**src/rtl/dds_rom_arbiter.sv**
```systemverilog
// Shares one synchronous 64x8 quarter-wave sine ROM between NCH DDS channels (3-stage pipeline).
// Build macro DDS_ARB_PRIORITY_EN selects fixed lowest-index priority instead of round-robin.
module dds_rom_arbiter #(
  parameter int NCH  = 4,
  parameter int CH_W = 2
) (
  input  logic              clk_star,
  input  logic              reset,
  input  logic              en,
  input  logic [NCH-1:0]    req,
  input  logic [NCH*8-1:0]  phase,
  output logic [NCH-1:0]    gnt,
  output logic [5:0]        rom_addr,
  input  logic [7:0]        rom_data,
  output logic              resp_valid,
  output logic [CH_W-1:0]   resp_ch,
  output logic [7:0]        sine,
  output logic [7:0]        full,
  output logic [7:0]        half,
  output logic              busy
);

  localparam logic [CH_W-1:0] LAST_ID = CH_W'(NCH - 1);
  localparam logic [NCH-1:0]  GNT_ONE = NCH'(1);

  // Search forward from start (wrapping at NCH-1) for the first eligible channel.
  function automatic logic [CH_W:0] rr_pick(input logic [NCH-1:0] elig,
                                            input logic [CH_W-1:0] start);
    logic [CH_W:0]   res;
    logic [CH_W-1:0] cur;
    res = '0;
    cur = start;
    for (int i = 0; i < NCH; i++) begin
      res = (!res[CH_W] && elig[cur]) ? {1'b1, cur} : res;
      cur = (cur == LAST_ID) ? '0 : cur + CH_W'(1);
    end
    return res;
  endfunction

  // Stage A registers
  logic [NCH-1:0]  gnt_q, gnt_d;
  logic [5:0]      rom_addr_q, rom_addr_d;
  logic            vld_a_q, vld_a_d;
  logic            sign_a_q, sign_a_d;
  logic            peak_a_q, peak_a_d;
  logic [CH_W-1:0] id_a_q, id_a_d;
  // Stage B registers
  logic            vld_b_q;
  logic            sign_b_q;
  logic            peak_b_q;
  logic [CH_W-1:0] id_b_q;
  // Stage C / output registers
  logic            resp_valid_q, resp_valid_d;
  logic [CH_W-1:0] resp_ch_q, resp_ch_d;
  logic [7:0]      sine_q, sine_d;
  logic [7:0]      full_q, full_d;
  logic [7:0]      half_q, half_d;
  logic            busy_q, busy_d;

  logic [NCH-1:0]  elig_s;
  logic [CH_W-1:0] start_s;
  logic [CH_W:0]   pick_s;
  logic            grant_s;
  logic [CH_W-1:0] win_id_s;
  logic [7:0]      win_phase_s;
  logic [7:0]      mag_s;

  // A channel granted last cycle must drop out for one cycle before it can win again.
  assign elig_s   = req & ~gnt_q;
  assign pick_s   = rr_pick(elig_s, start_s);
  assign grant_s  = en & pick_s[CH_W];
  assign win_id_s = pick_s[CH_W-1:0];

`ifdef DDS_ARB_PRIORITY_EN
  assign start_s = '0;
`else
  logic [CH_W-1:0] ptr_q, ptr_d;

  assign start_s = ptr_q;

  // Round-robin pointer advances past the winner, holds when nothing is granted.
  always_comb begin
    ptr_d = ptr_q;
    if (grant_s) begin
      ptr_d = (win_id_s == LAST_ID) ? '0 : win_id_s + CH_W'(1);
    end else begin
      ptr_d = ptr_q;
    end
  end

  // Round-robin pointer register.
  always_ff @(posedge clk_star or posedge reset) begin
    if (reset) begin
      ptr_q <= '0;
    end else begin
      ptr_q <= ptr_d;
    end
  end
`endif

  // Select the winning channel's phase byte.
  always_comb begin
    win_phase_s = 8'd0;
    for (int i = 0; i < NCH; i++) begin
      win_phase_s = (win_id_s == CH_W'(i)) ? phase[8*i +: 8] : win_phase_s;
    end
  end

  // Stage A: grant, fold the quadrant into a ROM address, flag the 90-degree peak.
  always_comb begin
    gnt_d      = '0;
    vld_a_d    = 1'b0;
    rom_addr_d = rom_addr_q;
    sign_a_d   = sign_a_q;
    peak_a_d   = peak_a_q;
    id_a_d     = id_a_q;
    if (grant_s) begin
      gnt_d      = GNT_ONE << win_id_s;
      vld_a_d    = 1'b1;
      sign_a_d   = win_phase_s[7];
      rom_addr_d = win_phase_s[6] ? (6'd0 - win_phase_s[5:0]) : win_phase_s[5:0];
      peak_a_d   = win_phase_s[6] & (win_phase_s[5:0] == 6'd0);
      id_a_d     = win_id_s;
    end else begin
      gnt_d   = '0;
      vld_a_d = 1'b0;
    end
  end

  // Stage C: rebuild the waveforms from the ROM word; outputs hold between results.
  always_comb begin
    mag_s        = peak_b_q ? 8'hFF : rom_data;
    resp_valid_d = vld_b_q;
    resp_ch_d    = resp_ch_q;
    sine_d       = sine_q;
    full_d       = full_q;
    half_d       = half_q;
    if (vld_b_q) begin
      resp_ch_d = id_b_q;
      sine_d    = sign_b_q ? (~mag_s + 8'd1) : mag_s;
      full_d    = mag_s;
      half_d    = sign_b_q ? 8'd127 : mag_s;
    end else begin
      resp_ch_d = resp_ch_q;
    end
    busy_d = vld_a_d | vld_a_q | vld_b_q;
  end

  // Pipeline registers for stages A, B and C.
  always_ff @(posedge clk_star or posedge reset) begin
    if (reset) begin
      gnt_q        <= '0;
      rom_addr_q   <= 6'd0;
      vld_a_q      <= 1'b0;
      sign_a_q     <= 1'b0;
      peak_a_q     <= 1'b0;
      id_a_q       <= '0;
      vld_b_q      <= 1'b0;
      sign_b_q     <= 1'b0;
      peak_b_q     <= 1'b0;
      id_b_q       <= '0;
      resp_valid_q <= 1'b0;
      resp_ch_q    <= '0;
      sine_q       <= 8'd0;
      full_q       <= 8'd0;
      half_q       <= 8'd0;
      busy_q       <= 1'b0;
    end else begin
      gnt_q        <= gnt_d;
      rom_addr_q   <= rom_addr_d;
      vld_a_q      <= vld_a_d;
      sign_a_q     <= sign_a_d;
      peak_a_q     <= peak_a_d;
      id_a_q       <= id_a_d;
      vld_b_q      <= vld_a_q;
      sign_b_q     <= sign_a_q;
      peak_b_q     <= peak_a_q;
      id_b_q       <= id_a_q;
      resp_valid_q <= resp_valid_d;
      resp_ch_q    <= resp_ch_d;
      sine_q       <= sine_d;
      full_q       <= full_d;
      half_q       <= half_d;
      busy_q       <= busy_d;
    end
  end

  assign gnt        = gnt_q;
  assign rom_addr   = rom_addr_q;
  assign resp_valid = resp_valid_q;
  assign resp_ch    = resp_ch_q;
  assign sine       = sine_q;
  assign full       = full_q;
  assign half       = half_q;
  assign busy       = busy_q;

endmodule

```
**config.mk**
```make
export PLATFORM = sky130hd
export DESIGN_NAME = dds_rom_arbiter
export DESIGN_NICKNAME = d
export VERILOG_FILES = /design/src/rtl/dds_rom_arbiter.sv
export SDC_FILE = /design/constraint.sdc
export NUM_CORES = 1
export LEC_CHECK = 0
export BUFFER_PORTS_ARGS = -buffer_cell sky130_fd_sc_hd__buf_2
export CORE_ASPECT_RATIO = 1.1
export CORE_MARGIN = 2
export CORE_UTILIZATION = 35
export CTS_CLUSTER_SIZE = 30
export DETAILED_ROUTE_END_ITERATION = 12
export PLACE_DENSITY = 0.61
export SLEW_MARGIN = 10
export SYNTH_ARGS = -nofsm -noshare
export SYNTH_HDL_FRONTEND = slang
export SYNTH_SLANG_ARGS = --single-unit
export TNS_END_PERCENT = 20
```
**constraint.sdc**
```tcl
create_clock -name clk_star -period 5.1 [get_ports clk_star]
set_input_delay 1.02 -clock clk_star [delete_from_list [all_inputs] [get_ports clk_star]]
set_output_delay 1.02 -clock clk_star [all_outputs]
set_load 0.01 [all_outputs]
```
==> results of run 1 <==
-- report_power, final --
part | switching, mW | internal [mW]
clock network | 0.126 | 0.0953
logic | 0.946 | 0.775
registers | 0.137 | 0.571
-- area by class of cell --
cell class | instances | area share (%)
inverter | 11 | 1.30
clock inverter | 2 | 0.314
tap | 87 | 3.42
multi-input combinational | 199 | 40.5
sequential | 49 | 38.5
clock buffer | 6 | 2.28
timing repair buffer | 86 | 13.7
-- metrics by stage --
stage	utilization, %	power, mW	setup slack (ns)	instances
6_report	43.1	2.65	0.583	440
5_1_grt	43.1	2.95	0.170	440
4_1_cts	43.1	2.68	0.692	440
3_5_place_dp	42.0	2.44	0.373	432
3_3_place_gp	42.0	2.42	0.640	432
2_1_floorplan	-	2.02	1.05	273
-- metal layers --
| layer | up-vias | global-route usage [%] | routed length (um) |
|---|---|---|---|
| li1 | 1128 | - | - |
| met1 | 1070 | 19.8 | 2700 |
| met2 | 108 | 26.4 | 2900 |
| met3 | 5 | 3.29 | 406 |
| met4 | 0 | 4.69 | 61 |
| met5 | - | 0 | 0 |
-- sequential cells by signal (all words and copies together), names as in the netlist, 2 cells and up --
signal and count:
full 7, gnt 4, half 8, id_a_q 2, id_b_q 2, ptr_q 2, resp_ch 2, rom_addr 6
sine 8
-- cells by family after synthesis --
| logic type | share of synthesized area [%] |
|---|---|
| multiplexers | 5.93 |
| adder cells (fa/ha/maj) | 3.32 |
| AND/OR/NAND/NOR | 17.8 |
| XOR/XNOR | 1.99 |
| buffers and inverters | 4.60 |
| AO/OA/AOI/OAI | 19.8 |
| flip-flops | 46.5 |
-- path summary, 6_finish.rpt --
kind	from	end	slack, ns	depth (start not counted)
max	req[3]	peak_a_q	0.58	15
min reg2reg	vld_a_q	resp_valid_d	0.38	0
min in group asynchronous	reset	sine[4]	0.96	2
min	vld_a_q	resp_valid_d	0.38	0
max in group asynchronous	reset	rom_addr[1]	3.52	2
max reg2reg	ptr_q[0]	peak_a_q	0.76	15
-- synth_stat cells, types with 3 or more instances --
| cell type | count | area, um^2 |
|---|---|---|
| clkbuf_1 | 8 | 30.0 |
| nor2_1 | 36 | 135 |
| dfrtp_1 | 49 | 1230 |
| a21o_1 | 4 | 30.0 |
| a221oi_1 | 7 | 61.3 |
| or3_1 | 3 | 18.8 |
| o22ai_1 | 3 | 18.8 |
| nor3_1 | 8 | 40.0 |
| nand2_1 | 23 | 86.3 |
| a31oi_1 | 4 | 25.0 |
| xnor2_1 | 5 | 43.8 |
| buf_6 | 3 | 33.8 |
| nor2b_1 | 7 | 43.8 |
| mux2_2 | 7 | 78.8 |
| inv_1 | 10 | 37.5 |
| ha_1 | 7 | 87.6 |
| or2_2 | 3 | 18.8 |
| o21ai_0 | 19 | 95.1 |
| nand2b_1 | 5 | 31.3 |
| a21oi_1 | 20 | 100 |
==> out/results.txt, run 1 <==
CTS tree = built
Initial DRC count = 100
Initial antenna violation count = 0
Area after DPL = 3100 um^2
I/O Buffers = 84
Mean Syn Cell Area = 9.66 um^2
Worst rel slew slack = 32.6%
Pins Over Slew Limit = 0
Most frequent cells in the layout = buf_2 (84), dfrtp_1 (49), nor2_1 (36), nand2_1 (23), a21oi_1 (20)
Min-Delay Path Class = reg2reg
Crit share post-route = 88.6%
Final hold vios = 0
Die Height = 95.0 um
WL per Instance = 13.8 um
DRT Pass-1 Iters = 5
CTS Hold Bufs = 0
Die Area = 8250 um^2
Die X-Extent = 86.8 um
Fillers = 725
Syn. warnings = 0
N_diodes = 0
Peak VDD IR = 505 uV
Postcts setup bufs = 0
Clk_lat worst skew = 0.30 ns
Post-synthesis sequential area ratio = 46.5%
Crit path arrival time = 4.75 ns
First-pass GRT wire length = 10200 um
Max Root-Sink Buffers = 2
CP endpoint kind = flop
RSZ-0062 raised after global routing = no
Routed WL = 6080 um
Hold Slack = 0.376 ns
Fraction of registers with async set/reset = 100%
Row cnt = 33
Setup Viol. Count Final = 0
Vias = 2311
Layout area overhead = 20.7%
Multi-input gate area = 1290 um^2
DR vias/cell = 5.25
Commonest non-fill, non-tap cell in the layout = buf_2
Register Area = 1230 um^2
CP Max Fanout = 13
Routed Antenna Nets = 0
Cells after Synth = 273
Final instance area = 3180 um^2
Max-Cap Viols = 0
Startpoint type of the worst setup path = primary input
Clk pin slew, worst setup/hold paths = 0.09 ns
Kind of critical path = in2reg
Syn nets = 327
DR DRC count = 0
I/O pin cnt = 85
Largest net degree at the start of global routing = 50
Post-synth EDFFs = 0
Clk root buf = clkbuf_8
CTS sink cnt = 49
GRT Total Usage = 15.5%
CP bufs+invs = 2
Ys flop type = dfrtp_1
H-tree depth = 2
Worst-margin pin slew = 1.01 ns
Mapped cell area = 2640 um^2
Pwr per Cell Area = 832 nW/um^2
Unique masters post-synth = 53
Vias in the first global route = 2236
Tmin final = 4.52 ns
Setup TNS = 0 ns
Final Skew = 0.00693 ns
Crit path cell chain = buf_2 -> nor2b_1 -> nor2_1 -> a221oi_1 -> a21oi_1 -> o32ai_1 -> inv_1 -> ha_1 -> or2_2 -> a221oi_1 -> or2_2 -> ha_1 -> nand4_1 -> nor4b_1 -> a21o_1
Initial core utilization = 35.7%
Detailed placer's ending HPWL = 4600 um
GRT overflow = 0
Share of layout cells above drive strength 1 = 34.0%
Total CTS buffers = 5
# resized after CTS = 0
Core box area = 7390 um^2
Critical path's slowest cell = o32ai_1
Gp weighted congestion = 0.849
Outcome = complete, no violations
Yosys reg bits = 49
Max Clk Rate = 221 MHz
Critical Path Max Stage Delay = 0.60 ns
Crit-path leading delay family = simple AND/OR/NAND/NOR gates
Lkg Pwr = 1.50 nW
Final-stage net count = 406
WP data required = 5.34 ns
(Power assumes the default switching activity.)
==> run 2, diff against run 1 <==
--- a/config.mk
+++ b/config.mk
@@ -11,7 +11,7 @@
 export CORE_UTILIZATION = 35
 export CTS_CLUSTER_SIZE = 30
 export DETAILED_ROUTE_END_ITERATION = 12
-export PLACE_DENSITY = 0.61
+export PLACE_DENSITY = 0.63
 export SLEW_MARGIN = 10
 export SYNTH_ARGS = -nofsm -noshare
 export SYNTH_HDL_FRONTEND = slang
==> constraint.sdc (replaced) <==
create_clock -name clk_star -period 3.8 [get_ports clk_star]
set_input_delay 0.76 -clock clk_star [delete_from_list [all_inputs] [get_ports clk_star]]
set_output_delay 0.76 -clock clk_star [all_outputs]
set_load 0.01 [all_outputs]
==> out/results.txt, run 2 (synthesis results as in run 1) <==
Max Clk Rate = 282 MHz
WP data required = 4.04 ns
CTS sink cnt = 49
Peak VDD IR = 679 uV
Largest net degree at the start of global routing = 50
H-tree depth = 2
Lkg Pwr = 1.65 nW
Max Root-Sink Buffers = 2
Worst-margin pin slew = 1.00 ns
Routed length on met2 = 2960 um
Routed Antenna Nets = 0
I/O Buffers = 84
Pins Over Slew Limit = 0
Kind of critical path = reg2reg
Die Height = 95.0 um
DRT Pass-1 Iters = 4
Final-stage net count = 433
Most frequent cells in the layout = buf_2 (84), dfrtp_1 (49), nor2_1 (36), buf_4 (29), nand2_1 (23)
Detailed placer's ending HPWL = 4910 um
Gp weighted congestion = 0.862
Layout area overhead = 30.5%
Pwr per Cell Area = 1160 nW/um^2
Worst rel slew slack = 33.0%
Setup TNS = 0 ns
Outcome = complete, no violations
DR vias/cell = 4.92
Die Area = 8250 um^2
Core box area = 7390 um^2
Startpoint type of the worst setup path = flop
Pre-CTS setup slack = -0.209 ns
N_diodes = 0
First-pass GRT wire length = 10600 um
CP bufs+invs = 1
GRT Total Usage = 16.0%
Final hold vios = 0
Tmin final = 3.55 ns
Flop2flop setup slack = 0.25 ns
R2R cell count = 14
CTS tree = built
Postcts setup bufs = 0
Clk_lat worst skew = 0.30 ns
WL per Instance = 13.5 um
Final Skew = 0.00346 ns
Crit path depth = 14
Critical path's slowest cell = dfrtp_1
RSZ-0062 raised after global routing = no
Vias in the first global route = 2328
Crit path arrival time = 3.79 ns
Commonest non-fill, non-tap cell in the layout = buf_2
DR DRC count = 0
Multi-input gate area = 1310 um^2
Register Area = 1230 um^2
CP endpoint kind = flop
GRT overflow = 0
Initial core utilization = 35.7%
Met3 Routed Length = 328 um
Clk pin slew, worst setup/hold paths = 0.09 ns
Crit-path leading delay family = compound AO/OA/AOI/OAI gates
Setup ws final = 0.253 ns
Setup Viol. Count Final = 0
Crit share post-route = 93.3%
Wire length on met1 = 2920 um
Row cnt = 33
Max-Cap Viols = 0
I/O pin cnt = 85
Initial antenna violation count = 0
Initial DRC count = 80
Crit path cell chain = ha_1 -> o21ai_0 -> a221oi_2 -> o221a_2 -> o32ai_2 -> buf_4 -> ha_1 -> or2_2 -> a221oi_1 -> or2_2 -> ha_1 -> nand4_1 -> nor4b_2 -> a21o_1
Routed WL = 6300 um
Min-Delay Path Class = reg2reg
Vias = 2299
Total CTS buffers = 5
CP Max Fanout = 6
Fillers = 733
Max Used Layer = met4
WHS Path Cells = 0
Die X-Extent = 86.8 um
Share of layout cells above drive strength 1 = 39.5%
Critical Path Max Stage Delay = 0.39 ns
Clk root buf = clkbuf_8
CP dominant cell by count = ha_1
## run 2: cell types whose count changed in the layout (fill, tap and decap cells not counted)
cell,change
buf_4,+27
o32ai_2,+1
bufinv_16,+1
a221oi_1,-1
clkinv_2,-2
a221oi_2,+1
o32ai_1,-1
nor4b_2,+1
nor4b_1,-1
clkbuf_8,+1
## run 2: layer usage
layer / global-route usage (%) / vias to the layer above
li1: - / 1185
met4: 4.43 / 0
met2: 28.4 / 82
met1: 19.9 / 1024
met3: 2.86 / 8
met5: 0 / -
## run 2: through the flow
stage	total power, mW	instances	utilization [%]	instance area [um^2]	hold WS, ns
after floorplan	2.71	273	-	2640	0.348
final	3.99	467	46.6	3440	0.378
after global routing	4.38	467	46.6	3440	0.403
after global placement	3.58	459	44.7	3300	0.357
after CTS	4.02	467	46.3	3420	0.377
after detailed placement	3.62	459	44.7	3300	0.357
## run 2: repair_timing
item,4_1_cts,5_1_grt
hold buffers,0,0
gates resized for setup,0,3
setup endpoints to repair,0,4
## run 2: worst register-to-register path, delay by kind of cell (launching register included)
kind,cells,cell delay (ns)
buffers and inverters,1,0.16
AND/OR/NAND/NOR,4,0.90
adder cells (fa/ha/maj),3,0.80
flip-flops,1,0.39
AO/OA/AOI/OAI,6,1.25
## run 2: final cells by class
| type | count | area share (%) |
|---|---|---|
| tap | 87 | 3.16 |
| clock inverter | 1 | 0.873 |
| multi-input combinational | 199 | 38.1 |
| inverter | 11 | 1.20 |
| timing repair buffer | 113 | 18.5 |
| sequential | 49 | 35.6 |
| clock buffer | 7 | 2.51 |
## run 2: path summary, 6_finish.rpt
kind,startpoint,endpoint
min in group asynchronous,reset,peak_b_q
worst max-delay path,ptr_q[0],peak_a_q
worst min-delay path,vld_a_q,resp_valid_d
worst min register to register,vld_a_q,resp_valid_d
max in group asynchronous,reset,gnt[1]
worst max register to register,ptr_q[0],peak_a_q
## run 2: power by group
| group | leakage [nW] | switching [mW] | internal, mW |
|---|---|---|---|
| registers | 0.579 | 0.170 | 0.767 |
| logic | 1.01 | 1.34 | 1.33 |
| clock network | 0.0585 | 0.170 | 0.215 |
==> run 3, diff against run 2 <==
--- a/config.mk
+++ b/config.mk
@@ -5,6 +5,7 @@
 export SDC_FILE = /design/constraint.sdc
 export NUM_CORES = 1
 export LEC_CHECK = 0
+export ABC_AREA = 1
 export BUFFER_PORTS_ARGS = -buffer_cell sky130_fd_sc_hd__buf_2
 export CORE_ASPECT_RATIO = 1.1
 export CORE_MARGIN = 2
==> out/results.txt, run 3 <==
Clk pin slew, worst setup/hold paths = 0.08 ns
GRT overflow = 0
Clk root buf = clkbuf_8
Core box area = 7430 um^2
I/O Buffers = 84
Worst rel slew slack = 34.4%
Share of layout cells above drive strength 1 = 24.5%
Initial core utilization = 35.9%
Most frequent cells in the layout = nand2_1 (133), buf_2 (84), dfrtp_1 (48), nor2_1 (46), inv_1 (26)
Layout area overhead = 21.7%
Detailed placer's ending HPWL = 4870 um
Mean Syn Cell Area = 7.36 um^2
CP Max Fanout = 8
Hold Crit Start = id_a_q[0]
WL per Instance = 12.0 um
Vias = 2526
Initial antenna violation count = 0
Worst flop-to-flop path endpoint = rom_addr[4]
Fraction of registers with async set/reset = 100%
CP endpoint kind = flop
Flop2flop setup slack = 0.38 ns
Die Area = 8350 um^2
DRT Pass-1 Iters = 4
Die Height = 95.6 um
DR vias/cell = 4.75
Pins Over Slew Limit = 0
Unique masters post-synth = 29
Startpoint type of the worst setup path = flop
WP data required = 3.99 ns
Routed Antenna Nets = 0
Max Clk Rate = 293 MHz
Commonest non-fill, non-tap cell in the layout = nand2_1
FF-to-FF Start = ptr_q[0]
Cells after Synth = 363
Commonest cells in the netlist = nand2_1 (133), dfrtp_1 (49), nor2_1 (46), inv_1 (27)
Tmin final = 3.42 ns
Most common cell in the netlist = nand2_1
Mapped cell area = 2670 um^2
I/O pin cnt = 85
CTS tree = built
Max-Cap Viols = 0
Syn. warnings = 0
Routed WL = 6370 um
Max Root-Sink Buffers = 2
Outcome = complete, no violations
Kind of critical path = reg2reg
Post-synthesis sequential area ratio = 45.9%
Synth top area cells = dfrtp_1 (46%), nand2_1 (19%), nor2_1 (6.5%)
Min-Delay Path Class = reg2reg
H-tree depth = 2
Ys flop type = dfrtp_1
Row cnt = 33
Min-Delay Endpoint = id_b_q[0]
Top cell type's share of synthesized area = 45.9%
Post-synth EDFFs = 0
Vias in the first global route = 2381
Biggest area consumer among synthesized cells = dfrtp_1
Syn nets = 417
N_diodes = 0
CTS sink cnt = 49
Die X-Extent = 87.3 um
Gp weighted congestion = 0.872
Setup Viol. Count Final = 0
First-pass GRT wire length = 10600 um
Total CTS buffers = 5
Final-stage net count = 499
Yosys reg bits = 49
Largest net degree at the start of global routing = 50
GRT Total Usage = 16.0%
Postcts setup bufs = 0
Worst-margin pin slew = 0.983 ns
DR DRC count = 0
Crit share post-route = 89.9%
Crit path arrival time = 3.61 ns
Initial DRC count = 49
Setup TNS = 0 ns
RSZ-0062 raised after global routing = no
Final Skew = 0.00447 ns
R2R cell count = 22
Clk_lat worst skew = 0.30 ns
Final hold vios = 0
WHS Path Cells = 0
[run 3: cell families after synthesis]
group,synth area share (%)
adder cells (fa/ha/maj),3.28
AND/OR/NAND/NOR,32.9
XOR/XNOR,2.30
buffers and inverters,6.84
AO/OA/AOI/OAI,8.76
flip-flops,45.9
[run 3: how the worst max path moves through the flow]
| stage | end | start | slack, ns | cells after the start |
|---|---|---|---|---|
| after floorplan | rom_addr[4] | ptr_q[0] | 0.53 | 24 |
| after global placement | rom_addr[4] | ptr_q[0] | 0.38 | 21 |
| after detailed placement | rom_addr[4] | ptr_q[0] | 0.28 | 23 |
| after CTS | rom_addr[4] | ptr_q[0] | 0.27 | 23 |
| after global routing | rom_addr[4] | ptr_q[0] | 0.01 | 23 |
| final | rom_addr[4] | ptr_q[0] | 0.38 | 22 |
[run 3: worst max-delay path, cell delays in order, from the launching register on]
cell and delay, ns:
dfrtp_2 0.47, ha_2 0.40, inv_1 0.09, xor2_1 0.16, nand2_1 0.09, nand2_2 0.10
nor2_4 0.15, nand3_1 0.10, nand2_1 0.17, inv_1 0.08, ha_1 0.24, buf_4 0.18
a21oi_1 0.11, nand2_1 0.08, a22oi_2 0.19, ha_1 0.18, inv_1 0.05, nor2_1 0.13
nand2_1 0.08, nand2_1 0.06, nand3_1 0.06, nand3_1 0.08, nand2_1 0.05
[run 3: area by class of cell]
class                   instances  area (um^2)
inverters                      30          116
well taps                      87          109
clock buffers                   7         86.3
fillers                       786         4180
flip-flops and latches         49         1230
multi-input cells             272         1270
repair buffers                 87          443
[run 3: through the flow]
step	hold slack (ns)	worst slack, ns	cells	utilization (%)	instance area (um^2)
2_1_floorplan	0.352	0.531	363	-	2670
3_3_place_gp	0.359	0.376	525	42.4	3150
3_5_place_dp	0.365	0.283	525	42.4	3150
4_1_cts	0.384	0.272	532	43.6	3240
5_1_grt	0.391	0.00993	532	43.8	3250
6_report	0.381	0.382	532	43.8	3250
[run 3: repair_timing]
action                     4_1_cts  5_1_grt
setup endpoints to repair        0        4
hold buffers                     0        0
gates resized for setup          0        4
[run 3: routing by layer]
| layer | up-vias | part of all wire, % | track usage, % |
|---|---|---|---|
| met5 | - | 0 | 0 |
| met2 | 100 | 45 | 27.1 |
| met3 | 8 | 7.1 | 3.64 |
| met4 | 0 | 1.3 | 5.00 |
| li1 | 1303 | - | - |
| met1 | 1115 | 46 | 20.3 |
Power of run 3 is not shown: default switching activity piles up to over one toggle a cycle in this logic, so the estimate is an artifact.
